[src/rtl/gain_update_sched.sv]
// Round-robin scheduler for the PLL loop-filter gains (kp, ki, kd).
// Applies one signed increment at a time with clamping to [G_MIN, G_MAX].
// After each update it holds a settle interval before granting again.
//
// state  | meaning
// IDLE   | waiting for an unfrozen request; grants round-robin from rr_ptr
// APPLY  | one cycle; the latched increment is added and clamped
// SETTLE | down-counter runs to zero; requests wait
module gain_update_sched #(
  parameter int GAIN_W     = 8,
  parameter int SETTLE_CYC = 16,
  parameter int KP_INIT    = 12,
  parameter int KI_INIT    = 4,
  parameter int KD_INIT    = 0,
  parameter int G_MIN      = 3,
  parameter int G_MAX      = 128
) (
  input  logic              clk,
  input  logic              rst_n,
  input  logic [2:0]        req,
  input  logic [GAIN_W-1:0] inc_kp,
  input  logic [GAIN_W-1:0] inc_ki,
  input  logic [GAIN_W-1:0] inc_kd,
  input  logic              freeze,
  output logic [GAIN_W-1:0] kp,
  output logic [GAIN_W-1:0] ki,
  output logic [GAIN_W-1:0] kd,
  output logic [2:0]        ack,
  output logic [2:0]        sat_flag,
  output logic              busy
);

  localparam int SUM_W = GAIN_W + 2;
  localparam int CNT_W = (SETTLE_CYC > 1) ? $clog2(SETTLE_CYC) : 1;
  localparam logic signed [SUM_W-1:0] MIN_S    = SUM_W'(G_MIN);
  localparam logic signed [SUM_W-1:0] MAX_S    = SUM_W'(G_MAX);
  localparam logic [CNT_W-1:0]        CNT_LOAD = CNT_W'(SETTLE_CYC - 1);

  typedef enum logic [1:0] {IDLE = 2'd0, APPLY = 2'd1, SETTLE = 2'd2} state_t;

  state_t                   state, state_n;
  logic [1:0]               rr_ptr, sel_q, grant_idx;
  logic                     grant_vld;
  logic [GAIN_W-1:0]        inc_q, inc_sel, cur_gain, new_gain;
  logic signed [SUM_W-1:0]  sum;
  logic                     clamped;
  logic [CNT_W-1:0]         cnt;

  // Circular offset from the round-robin pointer (base <= 2, k <= 2).
  function automatic logic [1:0] wrap3(input logic [1:0] base, input int k);
    int s;
    s = int'(base) + k;
    if (s >= 3) s = s - 3;
    return 2'(s);
  endfunction

  // Pick the first requesting gain at or after rr_ptr; scanning backwards lets the nearest win.
  always_comb begin
    grant_vld = 1'b0;
    grant_idx = rr_ptr;
    for (int k = 2; k >= 0; k--) begin
      if (req[wrap3(rr_ptr, k)]) begin
        grant_vld = 1'b1;
        grant_idx = wrap3(rr_ptr, k);
      end
    end
  end

  // Increment of the gain being granted, and current value of the gain being applied.
  always_comb begin
    inc_sel  = inc_kd;
    cur_gain = kd;
    case (grant_idx)
      2'd0:    inc_sel = inc_kp;
      2'd1:    inc_sel = inc_ki;
      default: inc_sel = inc_kd;
    endcase
    case (sel_q)
      2'd0:    cur_gain = kp;
      2'd1:    cur_gain = ki;
      default: cur_gain = kd;
    endcase
  end

  // Widened signed add keeps a negative or overflowing result visible for the clamp.
  always_comb begin
    sum      = $signed({2'b00, cur_gain}) + $signed({{2{inc_q[GAIN_W-1]}}, inc_q});
    clamped  = 1'b0;
    new_gain = sum[GAIN_W-1:0];
    if (sum < MIN_S) begin
      clamped  = 1'b1;
      new_gain = GAIN_W'(G_MIN);
    end else if (sum > MAX_S) begin
      clamped  = 1'b1;
      new_gain = GAIN_W'(G_MAX);
    end
  end

  // State register.
  always_ff @(posedge clk or negedge rst_n) begin
    if (!rst_n) state <= IDLE;
    else        state <= state_n;
  end

  // Next-state logic.
  always_comb begin
    state_n = state;
    case (state)
      IDLE:    if (!freeze && grant_vld) state_n = APPLY;
      APPLY:   state_n = SETTLE;
      SETTLE:  if (cnt == '0) state_n = IDLE;
      default: state_n = IDLE;
    endcase
  end

  // Outputs decoded from state.
  always_comb begin
    busy = (state != IDLE);
  end

  // Grant latch, gain update, ack pulse and settle timer.
  always_ff @(posedge clk or negedge rst_n) begin
    if (!rst_n) begin
      kp       <= GAIN_W'(KP_INIT);
      ki       <= GAIN_W'(KI_INIT);
      kd       <= GAIN_W'(KD_INIT);
      ack      <= '0;
      sat_flag <= '0;
      rr_ptr   <= '0;
      sel_q    <= '0;
      inc_q    <= '0;
      cnt      <= '0;
    end else begin
      ack <= '0;
      case (state)
        IDLE: begin
          if (!freeze && grant_vld) begin
            sel_q <= grant_idx;
            inc_q <= inc_sel;
          end
        end
        APPLY: begin
          case (sel_q)
            2'd0: begin kp <= new_gain; sat_flag[0] <= clamped; ack <= 3'b001; end
            2'd1: begin ki <= new_gain; sat_flag[1] <= clamped; ack <= 3'b010; end
            default: begin kd <= new_gain; sat_flag[2] <= clamped; ack <= 3'b100; end
          endcase
          rr_ptr <= (sel_q == 2'd2) ? 2'd0 : sel_q + 2'd1;
          cnt    <= CNT_LOAD;
        end
        SETTLE: begin
          if (cnt != '0) cnt <= cnt - 1'b1;
        end
        default: ;
      endcase
    end
  end

endmodule

[config.mk]
export PLATFORM = sky130hd
export DESIGN_NAME = gain_update_sched
export DESIGN_NICKNAME = d
export VERILOG_FILES = /design/src/rtl/gain_update_sched.sv
export SDC_FILE = /design/constraint.sdc
export NUM_CORES = 1
export LEC_CHECK = 0
export CORE_MARGIN = 10
export CORE_UTILIZATION = 47
export DETAILED_ROUTE_END_ITERATION = 12
export GPL_TIMING_DRIVEN = 0
export PLACE_DENSITY = 0.88
export SYNTH_ARGS = -nofsm -noshare
export SYNTH_HDL_FRONTEND = slang
export SYNTH_SLANG_ARGS = --single-unit
[constraint.sdc]
create_clock -name clk -period 3.2 [get_ports clk]
set_input_delay 0.8 -clock clk [delete_from_list [all_inputs] [get_ports clk]]
set_output_delay 0.8 -clock clk [all_outputs]
set_load 0.005 [all_outputs]
==> impl_metrics.py, run 1 <==
metrics = {
    "pwr": {
        "p_clk_share_pct": 8.0,
        "switching_share_pct": 47.5,
        "switchingPower_mw": 2.29,
        "p_seq_share_pct": 22.9,
        "p_int_mw": 2.53,
        "combPwrFrac_pct": 69.1,
        "power_density_nw_per_um2": 1180,
        "worst_ir_drop_vdd_mv": 0.586,
        "p_leak_nw": 1.74,
    },
    "yosys": {
        "ys_top_cells_by_count": "nand2_1, dfrtp_1, o21ai_0",
        "syn_avg_cell_area_um2": 8.90,
        "synth_most_common_cell": "nand2_1",
        "synth_edf_count": 0,
        "synthCells": 355,
        "yosysTopAreaCellShare_pct": 35.7,
        "yosys_warnings": 0,
        "synth.net_count": 399,
        "synth_area_leader_cell": "dfrtp_1",
        "synth_seq_cells": 48,
        "synth_area_leaders": "dfrtp_1, nand2_1, o21ai_0",
        "ys_seq_area_share_pct": 38.2,
        "ys_async_sr_fraction_pct": 100,
        "yosysUniqueCellTypes": 61,
        "synth_area_um2": 3160,
        "ys.flop_type": "dfrtp_1",
    },
    "final_layout": {
        "fin_nets": 474,
        "n_antenna_cell": 0,
        "n_fill_cell": 499,
        "ff_latch_area_um2": 1210,
        "final_util_pct": 63.5,
        "multiInputGateArea_um2": 1800,
        "area_growth_pct": 29.1,
        "drive_above_1_share_pct": 15.3,
    },
    "grt": {
        "grt_pass1_wl_um": 13700,
        "antenna_found_initial": 0,
        "grt_overflow": 0,
        "grt_max_degree": 30,
        "grt_pass1_vias": 2818,
        "grt_usage_pct": 16.2,
    },
    "critical_path": {
        "crit_type": "register to register",
        "crit_slowest_cell": "dfrtp_2",
        "cpMostUsedCell": "buf_4",
        "worst_ep_arrival_time_ns": 3.31,
        "start_kind": "register",
        "cp-end-kind": "register",
        "cp_slowest_stage_delay_ns": 0.46,
        "path_cells": "buf_12, buf_4, mux2i_1, o21ai_0, ha_1, nand3_2, o211a_4, xnor2_2, and4_1, o221ai_4, buf_4, o31ai_1",
        "path_buf_inv": 3,
        "crit_family": "compound AO/OA/AOI/OAI gates",
        "cp.required_ns": 3.41,
        "crit_fanout": 8,
    },
    "clock_network": {
        "path_clk_slew_ns": 0.09,
        "cts_tree": "built",
        "htree_levels": 2,
        "cts_buffers": 5,
        "cts_hold_buf": 0,
        "cts_buffer_depth": 2,
        "cts_root_buf": "clkbuf_8",
        "insertion_delay_ns": 0.30,
        "cts_sinks": 48,
    },
    "placement": {
        "place_congestion": 0.925,
        "hpwl_um": 6600,
        "pre_cts_ws_ns": -0.407,
        "io_buffers": 60,
    },
    "drt": {
        "vias": 3035,
        "vias_per_cell": 5.97,
        "drcViolationCount": 0,
        "dr.pass1.iters": 5,
        "drtAntennaViolNets": 0,
        "wirelength_um": 9090,
        "drtIter0Drc": 195,
        "routedWlPerCell_um": 17.9,
    },
    "die": {
        "dieArea_um2": 10400,
        "fp.dieW_um": 102,
        "start_util_pct": 49.2,
        "coreArea_um2": 6420,
        "rows": 29,
        "ios": 61,
        "die_h_um": 102,
    },
    "status": {
        "outcome": "complete, no violations",
    },
    "timing": {
        "fin_crit_sh_pct": 96.7,
        "skew_ns": 0.0114,
        "final_max_slew_viol_count": 0,
        "min_period_ns": 3.09,
        "fmax_mhz": 323,
        "finalSetupViolCount": 0,
        "worst_pin_slew_ns": 0.730,
        "hold_viol_final": 0,
        "max_slew_margin_pct": 50.9,
        "setup_ws_ns": 0.106,
    },
    "worst_hold_path": {
        "hp-class": "input pin to async pin",
    },
    "job": {
        "drv_cap": 0,
    },
}
==> state kept, by name, indices dropped and copies added, names as in the netlist <==
register / cells
inc_q: 8
kd: 8
ack: 3
rr_ptr: 2
sel_q: 2
state: 2
ki: 8
kp: 8
sat_flag: 3
cnt: 4
==> per-stage QoR <==
stage	setup TNS (ns)	instances	hold WS, ns	total power [mW]	cell area [um2]
final	0	508	0.450	4.82	4080
after global routing	-0.192	508	0.470	5.16	4080
after CTS	0	500	0.453	4.61	3980
after detailed placement	-8.06	493	0.472	4.14	3870
after global placement	-7.03	492	0.471	4.03	3850
after floorplan	0	355	0.462	3.23	3160
==> kinds of logic after synthesis <==
| group | synth area share (%) |
|---|---|
| flip-flops | 38.2 |
| adder cells (fa/ha/maj) | 6.10 |
| multiplexers | 6.66 |
| AND/OR/NAND/NOR | 18.4 |
| AO/OA/AOI/OAI | 22.9 |
| buffers and inverters | 5.59 |
| XOR/XNOR | 2.18 |
==> timing repair <==
item	in CTS	in global routing
endpoints found under the setup margin	27	27
pin swaps	1	4
gates resized for setup	6	10
setup buffers	1	8
==> metal layers <==
layer  global-route usage, %  vias up  part of all wire (%)
met2                    27.0      141                    51
met5                       0        -                     0
met1                    19.6     1445                    39
met3                    3.98       22                   7.5
met4                    6.18        0                   2.7
li1                        -     1427                     -
==> layout make-up <==
class,count,area share (%)
inverters,25,2.30
clock buffers,6,2.03
flip-flops and latches,48,29.6
clock inverters,2,0.368
multi-input cells,265,44.1
well taps,77,2.36
plain buffers,15,2.12
repair buffers,70,17.1
==> power by group through the flow <==
stage	Sequential [mW]	Clock, mW	Combinational (mW)
5_1_grt	1.13	0.418	3.62
6_report	1.10	0.387	3.33
2_1_floorplan	1.04	0	2.19
4_1_cts	1.12	0.392	3.09
3_3_place_gp	1.07	0	2.96
3_5_place_dp	1.08	0	3.06
==> placed cells by master, fill, tap and decap left out, types with 3 or more instances in the layout <==
cell              n
inv_1            22
nor2_1           14
mux2i_1          12
clkbuf_1          7
clkbuf_8          6
nor3_1            7
nand2_1          51
o21ai_0          31
dfstp_2           3
buf_4            10
o31ai_1           9
dfrtp_1          43
a21oi_1          18
ha_1             12
o21ai_2          10
xnor2_1           5
nand2b_1          3
clkdlybuf4s50_1  59
mux2_2            6
nand3_1          12
o211ai_1          3
and3_1           11
o22ai_1          10
buf_2             3
clkinv_1          3
or2_2             4
==> path summary, 6_finish.rpt <==
check	from	endpoint	slack [ns]	cells after the start
worst min-delay path	rst_n	inc_q[2]	0.45	1
worst max-delay path	sel_q[0]	kp[5]	0.11	12
worst max register to register	sel_q[0]	kp[5]	0.11	12
min in group clk	ki[2]	ki[2]	0.49	2
max in group asynchronous	rst_n	kp[3]	2.16	2
worst min register to register	ki[2]	ki[2]	0.49	2
No activity file was read; power rests on OpenSTA's default activity.
==> run 2, diff against run 1 <==
CTS_CLUSTER_DIAMETER = 60   (was unset)
CTS_CLUSTER_SIZE = 12   (was unset)
PLACE_DENSITY = 0.73   (was 0.88)
==> run 2 against run 1 <==
Against the previous run: final cell count rose by 0.98%; sequential share of layout area fell by 0.54 points; sequential power barely moved; hold slack got worse by 0.023 ns; non-clock buffer count rose by 4; clock skew fell by 0.00068 ns; first-iteration DRC count fell by 32%; clock-buffer cell count fell by 1; via count fell by 5.2%; global-route usage rose by 0.40 points; fmax fell by 1.2%; combinational power rose by 8.4%; critical endpoint is now sat_flag[1].
==> impl_metrics.py, run 2 (synthesis results as in run 1) <==
metrics = {
    "clock_network": {
        "cts_tree": "built",
        "htree_levels": 2,
        "path_clk_slew_ns": 0.10,
        "cts_hold_buf": 0,
        "cts_root_buf": "clkbuf_8",
        "cts_sinks": 48,
        "cts_buffer_depth": 2,
        "insertion_delay_ns": 0.32,
        "cts_buffers": 5,
    },
    "critical_path": {
        "crit_family": "compound AO/OA/AOI/OAI gates",
        "crit_slowest_cell": "dfrtp_2",
        "rr_worst_depth": 10,
        "start_kind": "register",
        "path_buf_inv": 1,
        "cp.depth": 10,
        "path_cells": "clkbuf_2, mux2i_1, o21ai_0, ha_1, nand3_2, o211a_4, a221o_1, mux2i_4, o221ai_4, mux2_2",
        "worst_ep_arrival_time_ns": 3.34,
        "cp_slowest_stage_delay_ns": 0.50,
        "crit_start": "sel_q[0]",
        "cp.required_ns": 3.41,
        "cp-end-kind": "register",
        "r2r_slack_ns": 0.07,
        "timing.rr.start": "sel_q[0]",
        "crit_type": "register to register",
        "crit_fanout": 6,
    },
    "drt": {
        "drcViolationCount": 0,
        "wl_met2_um": 4430,
        "vias": 2877,
        "vias_per_cell": 5.61,
        "drtAntennaViolNets": 0,
        "m1WireLength_um": 3900,
        "routedWlPerCell_um": 17.4,
        "wirelength_um": 8920,
        "dr.max_layer_used": "met4",
        "dr_wl_met3_um": 409,
        "dr.pass1.iters": 4,
        "drtIter0Drc": 133,
    },
    "die": {
        "dieArea_um2": 10400,
        "start_util_pct": 49.2,
        "coreArea_um2": 6420,
        "ios": 61,
        "die_h_um": 102,
        "rows": 29,
        "fp.dieW_um": 102,
    },
    "final_layout": {
        "n_antenna_cell": 0,
        "drive_above_1_share_pct": 17.7,
        "fin_nets": 479,
        "final_cell_mix": "clkdlybuf4s50_1, nand2_1, dfrtp_1",
        "n_fill_cell": 554,
        "final_common_cell": "clkdlybuf4s50_1",
        "final_util_pct": 64.6,
        "area_growth_pct": 31.5,
    },
    "job": {
        "drv_cap": 0,
    },
    "timing": {
        "worst_pin_slew_ns": 0.673,
        "skew_ns": 0.0107,
        "final_max_slew_viol_count": 0,
        "finalSetupViolCount": 0,
        "fmax_mhz": 319,
        "fin_crit_sh_pct": 97.9,
        "max_slew_margin_pct": 54.8,
        "min_period_ns": 3.13,
        "hold_viol_final": 0,
        "timing.hold.ws_ns": 0.427,
    },
    "grt": {
        "grt_pass1_wl_um": 13700,
        "grt_pass1_vias": 2735,
        "grt_max_degree": 30,
        "grt_overflow": 0,
        "grt_usage_pct": 16.6,
        "antenna_found_initial": 0,
    },
    "placement": {
        "hpwl_um": 6630,
        "place_congestion": 0.877,
        "io_buffers": 60,
    },
    "pwr": {
        "power_density_nw_per_um2": 1230,
        "worst_ir_drop_vdd_mv": 0.683,
        "p_leak_nw": 1.77,
    },
    "worst_hold_path": {
        "hp-class": "input pin to async pin",
    },
    "status": {
        "outcome": "complete, no violations",
    },
}
## run 2: cell types whose count changed in the layout (fill, tap and decap cells not counted), sizes merged
cell	delta
clkinvlp	-2
o221ai	+1
buf	+1
clkbuf	+2
inv	+2
clkinv	+1
## run 2: area by class of cell
cell class	count	area (um2)	area share, %
multi-input combinational	266	1820	43.9
buffer	15	82.6	1.99
inverter	25	93.8	2.26
clock buffer	5	68.8	1.66
timing repair buffer	74	753	18.1
tap	77	96.3	2.32
clock inverter	3	26.3	0.633
sequential	48	1210	29.1
## run 2: report_power, final
part | total, mW | internal (mW) | switching, mW
clock network | 0.391 | 0.161 | 0.229
registers | 1.11 | 0.872 | 0.235
logic | 3.61 | 1.67 | 1.94
## run 2: routing by layer
| metal | vias up | GRT usage (%) |
|---|---|---|
| li1 | 1435 | - |
| met1 | 1378 | 20.8 |
| met2 | 52 | 27.8 |
| met3 | 12 | 3.31 |
| met4 | 0 | 5.64 |
| met5 | - | 0 |
## run 2: metrics by stage
stage | TNS (ns) | power (mW) | std cells | area (um2) | setup slack [ns]
floorplan | 0 | 3.23 | 355 | 3160 | 0.148
global placement | -9.86 | 4.12 | 492 | 3850 | -0.402
detailed placement | -9.07 | 4.19 | 493 | 3870 | -0.424
CTS | 0 | 4.71 | 500 | 3990 | 0.00194
global route | -0.0391 | 5.49 | 513 | 4150 | -0.0138
finish | 0 | 5.11 | 513 | 4150 | 0.0685
## run 2: repair_timing
action,in CTS,in global routing
pin swaps,2,7
gates cloned,1,1
setup endpoints to repair,27,27
buffers inserted,0,12
gates resized for setup,7,13
## run 2: worst paths after layout
path,end
max,sat_flag[1]
min,ack[2]
max reg2reg,sat_flag[1]
min reg2reg,ki[2]
max in group asynchronous,sel_q[0]
min in group clk,ki[2]
